$ cat src/rtl/mem_port_arbiter_pkg.sv
// mem_port_arbiter_pkg: state encodings and grant identifiers shared by the memory port arbiter.
package mem_port_arbiter_pkg;
    localparam logic [2:0] S_IDLE    = 3'd0;
    localparam logic [2:0] S_I_RD    = 3'd1;
    localparam logic [2:0] S_D_RD    = 3'd2;
    localparam logic [2:0] S_D_MERGE = 3'd3;
    localparam logic [2:0] S_D_WR    = 3'd4;
    localparam logic [2:0] S_ACK     = 3'd5;
    localparam logic GRANT_I = 1'b0;
    localparam logic GRANT_D = 1'b1;
endpackage

$ cat src/rtl/bus_timeout_ctr.sv
// bus_timeout_ctr: counts stalled bus cycles and flags expiry after TIMEOUT_CYCLES of them.
module bus_timeout_ctr #(
    parameter int TIMEOUT_CYCLES = 255,
    parameter int TO_W = 8
) (
    input  logic clk,
    input  logic rst_n,
    input  logic clear,
    input  logic enable,
    output logic expired
);
    logic [TO_W-1:0] cnt;
    always_ff @(posedge clk)
        if (!rst_n || clear) cnt <= '0;
        else if (enable && cnt != '1) cnt <= cnt + TO_W'(1);
    // expired during the last allowed stall cycle so the abort lands on that edge
    assign expired = cnt >= TO_W'(TIMEOUT_CYCLES - 1);
endmodule

$ cat src/rtl/mem_port_arbiter.sv
// mem_port_arbiter: shares one memory bus between fetch and load/store ports,
// sequencing sub-word stores as read-merge-write and aborting stalled transfers.
module mem_port_arbiter import mem_port_arbiter_pkg::*; #(
    parameter int TIMEOUT_CYCLES = 255,
    parameter int TO_W = 8
) (
    input  logic        clk,
    input  logic        rst_n,
    input  logic        i_req,
    input  logic [31:0] i_addr,
    output logic [31:0] i_rdata,
    output logic        i_ack,
    input  logic        d_req,
    input  logic        d_we,
    input  logic        d_rmw,
    input  logic [31:0] d_addr,
    input  logic [31:0] d_wdata,
    output logic [31:0] d_rdata,
    output logic        d_ack,
    output logic        wait_sig,
    output logic        m_valid,
    output logic        m_we,
    output logic [31:0] m_addr,
    output logic [31:0] m_wdata,
    input  logic        m_ready,
    input  logic [31:0] m_rdata,
    output logic        bus_fault,
    output logic [31:0] fault_addr
);
    logic [2:0] state;
    logic grant, last_grant, op_we;
    logic pick_d, start, done, abort, expired, to_merge;
    assign pick_d   = d_req & (~i_req | last_grant != GRANT_D);
    assign start    = (state == S_IDLE && (i_req | d_req)) || state == S_D_MERGE;
    assign done     = m_valid & m_ready;
    assign abort    = m_valid & ~m_ready & expired;
    assign to_merge = state == S_D_RD && op_we;
    assign i_ack    = state == S_ACK && grant == GRANT_I;
    assign d_ack    = state == S_ACK && grant == GRANT_D;
    assign wait_sig = d_req & ~d_ack;

    bus_timeout_ctr #(.TIMEOUT_CYCLES(TIMEOUT_CYCLES), .TO_W(TO_W)) u_to (
        .clk(clk), .rst_n(rst_n), .clear(start), .enable(m_valid & ~m_ready), .expired(expired)
    );

    always_ff @(posedge clk) begin
        if (!rst_n) begin
            state <= S_IDLE;
            grant <= GRANT_I;
            last_grant <= GRANT_I;
            op_we <= 1'b0;
            m_valid <= 1'b0;
            m_we <= 1'b0;
            m_addr <= '0;
            m_wdata <= '0;
            i_rdata <= '0;
            d_rdata <= '0;
            bus_fault <= 1'b0;
            fault_addr <= '0;
        end else begin
            bus_fault <= 1'b0;
            case (state)
                S_IDLE: if (i_req | d_req) begin
                    grant <= pick_d ? GRANT_D : GRANT_I;
                    op_we <= pick_d & d_we;
                    m_valid <= 1'b1;
                    m_we <= pick_d & d_we & ~d_rmw;
                    m_addr <= pick_d ? d_addr : i_addr;
                    m_wdata <= d_wdata;
                    state <= !pick_d ? S_I_RD : (d_we & ~d_rmw) ? S_D_WR : S_D_RD;
                end
                S_I_RD, S_D_RD, S_D_WR: if (done) begin
                    m_valid <= 1'b0;
                    m_we <= 1'b0;
                    if (state == S_I_RD) i_rdata <= m_rdata;
                    if (state == S_D_RD) d_rdata <= m_rdata;
                    if (!to_merge) last_grant <= grant;
                    state <= to_merge ? S_D_MERGE : S_ACK;
                end else if (abort) begin
                    m_valid <= 1'b0;
                    m_we <= 1'b0;
                    bus_fault <= 1'b1;
                    fault_addr <= m_addr;
                    if (grant == GRANT_I) i_rdata <= '0;
                    else d_rdata <= '0;
                    last_grant <= grant;
                    state <= S_ACK;
                end
                S_D_MERGE: begin
                    m_valid <= 1'b1;
                    m_we <= 1'b1;
                    m_wdata <= d_wdata;
                    state <= S_D_WR;
                end
                default: state <= S_IDLE;
            endcase
        end
    end
endmodule

$ cat config.mk
export PLATFORM = sky130hd
export DESIGN_NAME = mem_port_arbiter
export DESIGN_NICKNAME = d
export VERILOG_FILES = /design/src/rtl/mem_port_arbiter_pkg.sv /design/src/rtl/bus_timeout_ctr.sv /design/src/rtl/mem_port_arbiter.sv
export SDC_FILE = /design/constraint.sdc
export NUM_CORES = 1
export LEC_CHECK = 0
export CAP_MARGIN = 20
export CORE_UTILIZATION = 40
export CTS_CLUSTER_DIAMETER = 40
export DETAILED_ROUTE_END_ITERATION = 6
export PLACE_DENSITY = 0.79
export SETUP_SLACK_MARGIN = 0.3
export SLEW_MARGIN = 10
export SYNTH_ARGS = -nofsm -noshare
export SYNTH_HDL_FRONTEND = slang
export SYNTH_SLANG_ARGS = --single-unit
$ cat constraint.sdc
create_clock -name clk -period 4.54 [get_ports clk]
set_input_delay 0.908 -clock clk [delete_from_list [all_inputs] [get_ports clk]]
set_output_delay 0.908 -clock clk [all_outputs]
set_load 0.03 [all_outputs]
# Word level (Yosys, flattened, before mapping)
# Index checks and enable logic that the tools add are counted.
[classes] addsub=1 order_cmp=1 eq_ne=12 mux=29 n_bitwise=19 n_reduce_logical=23
[ops] cell="$mux 32" n=10
[ops] cell="$pmux 32 s2" n=1
[ops] cell="$mux 3" n=6
[ops] cell="$mux 1" n=9
[ops] cell="$not 1->1" n=9
[ops] cell="$pmux 3 s3" n=1
[ops] cell="$reduce_and 3->1" n=3
[ops] cell="$add 8x1->8 const B" n=1
[ops] cell="$and 1x1->1" n=8
[ops] cell="$ge 8x8->1 const B" n=1
[ops] cell="$ne 2x1->1 const B" n=4
[ops] cell="$ne 8x8->1 const B" n=1
[ops] cell="$reduce_and 4->1" n=2
[ops] cell="$eq 3x2->1 const B" n=2
[ops] cell="$eq 3x3->1 const B" n=2
[ops] cell="$pmux 1 s3" n=2
[ops] cell="$reduce_and 2->1" n=3
[ops] cell="$reduce_bool 2->1" n=3
[ops] cell="$reduce_or 3->1" n=2
[ops] cell="$logic_and 1x1->1" n=5
[ops] cell="$eq 3x1->1 const B" n=1
[ops] cell="$logic_not 3->1" n=1
[ops] cell="$ne 3x3->1 const B" n=1
[ops] cell="$reduce_bool 3->1" n=1
[ops] cell="other kinds (4)" n=6
[word_totals] regBits=177 inputBits=135 word_cells=98

# Longest topological paths before layout
[depth] word_depth=7 mapped_depth=9 depth_no_buf=7

# Hierarchy
# A second synthesis with hierarchy kept.
[hier_totals] cells_unflattened=751 area_unflattened_um2=7285.7
[by_module_without_submodules] mod="mem_port_arbiter" n_inst=1 cells_each=696 area_per_inst_um2=6815.3 seq_area_each_um2=3383.2
[by_module_without_submodules] mod="bus_timeout_ctr" n_inst=1 cells_each=55 area_per_inst_um2=470.5 seq_area_each_um2=160.2

# Worst setup path after synthesis
# No wires, ideal clock.
[synth_timing] path_type="input to output" startpoint="input port d_req" endpoint="output port wait_sig" arrival_time_ps=1363 t_required_ps=3632 path_slack_ps=2269 cell_stages=1 path_buffers=0 path_cell_list="nor2b_1"
[synth_between] elab_chain_len=1
[synth_lines] element="start: declaration" line="mem_port_arbiter.sv:13" rtl="input logic d_req,"
[synth_lines] element="$and 1x1->1" line="mem_port_arbiter.sv:40" rtl="assign wait_sig = d_req & ~d_ack;"
[synth_lines] element="end: declaration" line="mem_port_arbiter.sv:20" rtl="output logic wait_sig,"
# No other way between the ends.

# Worst setup path in the final report
# Same ends and word-level chain as after synthesis.

==> metrics.txt <==
worst slew pin tran 1.127 ns; Worst Hold Class register to register; setup bufs post-CTS 0; Synth Area per Inst ~9.4 sq um; syn nets 838; R2R Setup Slk between 2 and 2.5 ns; # hold bufs at CTS 0; startpoint types input port; initial antenna violation count 0; CP max FO 6; CP max-delay cell clkdlybuf4s50_1; Hold Fails Final Rpt 0; Post-Synth Adder-Cell Area less than 1%; CTS H-tree depth 4; Core Util, Final between 60 and 70%; Setup TNS 0 ns; Synth Area in Compound Gates between 20% and 30%; RSZ-0062 raised after global routing no; Critical R2R Launch state[0]$_SDFFE_PN0P_; Cell Area, Synth 6600 sq um; PwrDens a little under 500 nW/um^2; Routed WL roughly 19 mm; Seq/Total Area, Yosys 53.69%; cell taking the most area after synthesis dfxtp_1; CP Data Required Time ~3.6 ns; EDFF count, synth 0; Worst path max stage delay roughly 0.74 ns; DIE AREA between 15,000 and 20,000 sq um; Simple-Gate Fraction of Synth Area approximately 15%; cell mode on critical path clkdlybuf4s50_1; hold_sp fault_addr[19]$_SDFFE_PN0P_; first-pass GRT wire length around 28 mm; path depth of the worst reg2reg path 6; Leak Pwr ~3.8 nW; Arr. time, crit path roughly 2.4 ns; post-DP HPWL between 10 and 15 mm; WL/cell 15.96 um; Total Nets Final approximately 1,100; Skew-Pair Late Insertion Delay 0.42 ns; Max Clk Rate a little over 300 MHz; post-CTS sizing 0; crit share post-route between 70% and 80%; post-synthesis xor/xnor area fraction approximately 1.1%; crit end category primary output; total number of yosys warnings 0; layout cells sized above 1 under 10%; DR pass1 iterations 4; Remaining DRCs 0; Rows 46; die height between 100 and 150 um; ys flop type dfxtp_1; CTS tree built; status finished, final reports clean; Final Slew Violations 0; Yosys reg bits 177; Syn Inst Count roughly 700; final setup skew 0.007458 ns; PortBufs 300; hold path endpoint fault_addr[19]$_SDFFE_PN0P_; io pins 301; via count 6,055; Layout area overhead 55.73%; first-iteration detailed-routing DRC count between 200 and 300; die width between 100 and 150 um; number of global-route vias before repair 5,515; Overflow after GRT 0; initial core utilization between 40% and 50%; Period minus WS final between 3 and 4 ns; clk slew on worst S/H paths about 0.060 ns; Vias/cell around 5; FF-to-FF End fault_addr[18]$_SDFFE_PN0P_; crit path kind input port to primary output; Final Setup Violations 0; Slew headroom between 20% and 30%; Routed Antenna Nets 0; n_diodes 0; largest net degree at the start of global routing 65; Core Area ~16,000 sq um; mux share of post-synthesis cell area under 10%; ranking of synthesized cells by area dfxtp_1 54%, a22o_1 8.4%, nand2_1 8.2%, a21oi_1 5.6%, mux2i_1 5.2%; worst vdd ir 0.2539 mV; RePlAce Congestion between 0.7 and 0.8; share of the synthesized area in the top cell type 53.69%; worst path cell trace clkdlybuf4s50_1, nor2b_1, clkdlybuf4s50_1; Layout fillers between 1,000 and 1,500; post-synth cell types 45; maxcap violations 0; combinational family with the most area after synthesis compound AO/OA/AOI/OAI gates; hold depth 2; CTS root buffer clkbuf_16; clock tree buffer depth 2; Num Clock Sinks about 180; Num CTS Buffers 17; Tot GR Track Use approximately 22%; Post-synth ARST share 0%
critical path: cells and delay by family:
kind	cells	cell delay, ns
AND/OR/NAND/NOR	1	0.17
buffers and inverters	2	1.29
registers in the layout, summed over array words and instances (netlist names):
signal,flops
op_we,1
i_rdata,32
m_valid,1
m_we,1
last_grant,1
grant,1
m_wdata,32
state,3
fault_addr,32
m_addr,32
bus_fault,1
u_to.cnt,8
d_rdata,32
cells in the final DEF, fill, tap and decap left out, drive strengths merged, types with 9 or more instances in the layout:
| cell type | synthesis | final |
|---|---|---|
| clkdlybuf4s50 | 0 | 300 |
| dfxtp | 177 | 177 |
| nand2 | 145 | 145 |
| a21oi | 76 | 76 |
| a22o | 63 | 63 |
| nor2 | 49 | 49 |
| mux2i | 34 | 34 |
| a211oi | 34 | 34 |
| clkbuf | 14 | 20 |
| buf | 40 | 12 |
| o21ai | 9 | 9 |
layout make-up:
class | instances | area [sq um] | area share, %
multi-input cells | 468 | 2788 | 27.12
flip-flops and latches | 177 | 3543 | 34.47
clock buffers | 20 | 446.7 | 4.346
repair buffers | 312 | 3113 | 30.29
well taps | 216 | 270.3 | 2.629
inverters | 2 | 8.758 | 0.08521
clock inverters | 12 | 108.9 | 1.059
Yosys cell counts (2+ instances only):
master and count:
nor2b_1 5, o21ai_1 3, and3_1 3, ha_1 2, buf_4 3, and2_1 2, nor3_1 5, nor3b_1 4
and4_1 2, a21oi_2 2, xnor2_1 6, o21ai_0 6, nand3_1 5, dfxtp_1 177, xor2_1 2, nand2_1 145
buf_2 33, a211oi_1 34, a22o_1 63, buf_6 4, mux2i_1 34, clkbuf_1 14, nand2b_1 3, nor3_2 3
nor2_1 48, a21oi_1 74
how the worst max path moves through the flow:
stage                                from       end  depth (start not counted)
global route        state[0]$_SDFFE_PN0P_     d_ack                          3
CTS                                 d_req  wait_sig                          3
detailed placement                  d_req  wait_sig                          3
finish                              d_req  wait_sig                          3
global placement                    d_req  wait_sig                          3
floorplan                           d_req  wait_sig                          1
power by group:
part / leakage [nW] / internal, mW / switching (mW) / total [mW]
Sequential: 1.44 / 1.77 / 0.180 / 1.95
Combinational: 2.11 / 0.684 / 0.982 / 1.67
Clock: 0.271 / 0.773 / 0.608 / 1.38
cell families (layout without fill, tap and decap cells):
family,after synthesis,in the layout
buffers and inverters,56,346
and+or+nand+nor,232,232
xor gates and xnor gates,8,8
muxes,34,34
DFF,177,177
AOI/OAI and AO/OA,192,192
adders and majority gates,2,2
metal layers:
metal,global-route usage [%],routed length (um),vias up
li1,-,-,3010
met1,24.45,7613,2788
met2,37.61,9349,237
met3,8.225,1950,20
met4,8.114,347,0
met5,0,0,-
metrics by stage:
stage / instance area, sq um / std cells / worst slack (ns) / hold slack, ns / total power, mW
after floorplan: 6600 / 701 / 2.269 / 0.4526 / 2.976
after global placement: 9688 / 1173 / 1.263 / 0.4370 / 3.604
after detailed placement: 9703 / 1174 / 1.244 / 0.4435 / 3.631
after CTS: 10260 / 1206 / 1.244 / 0.4515 / 5.022
after global routing: 10280 / 1207 / 1.138 / 0.4713 / 5.239
final: 10280 / 1207 / 1.267 / 0.4490 / 4.994
No activity file was read; power rests on OpenSTA's default activity.
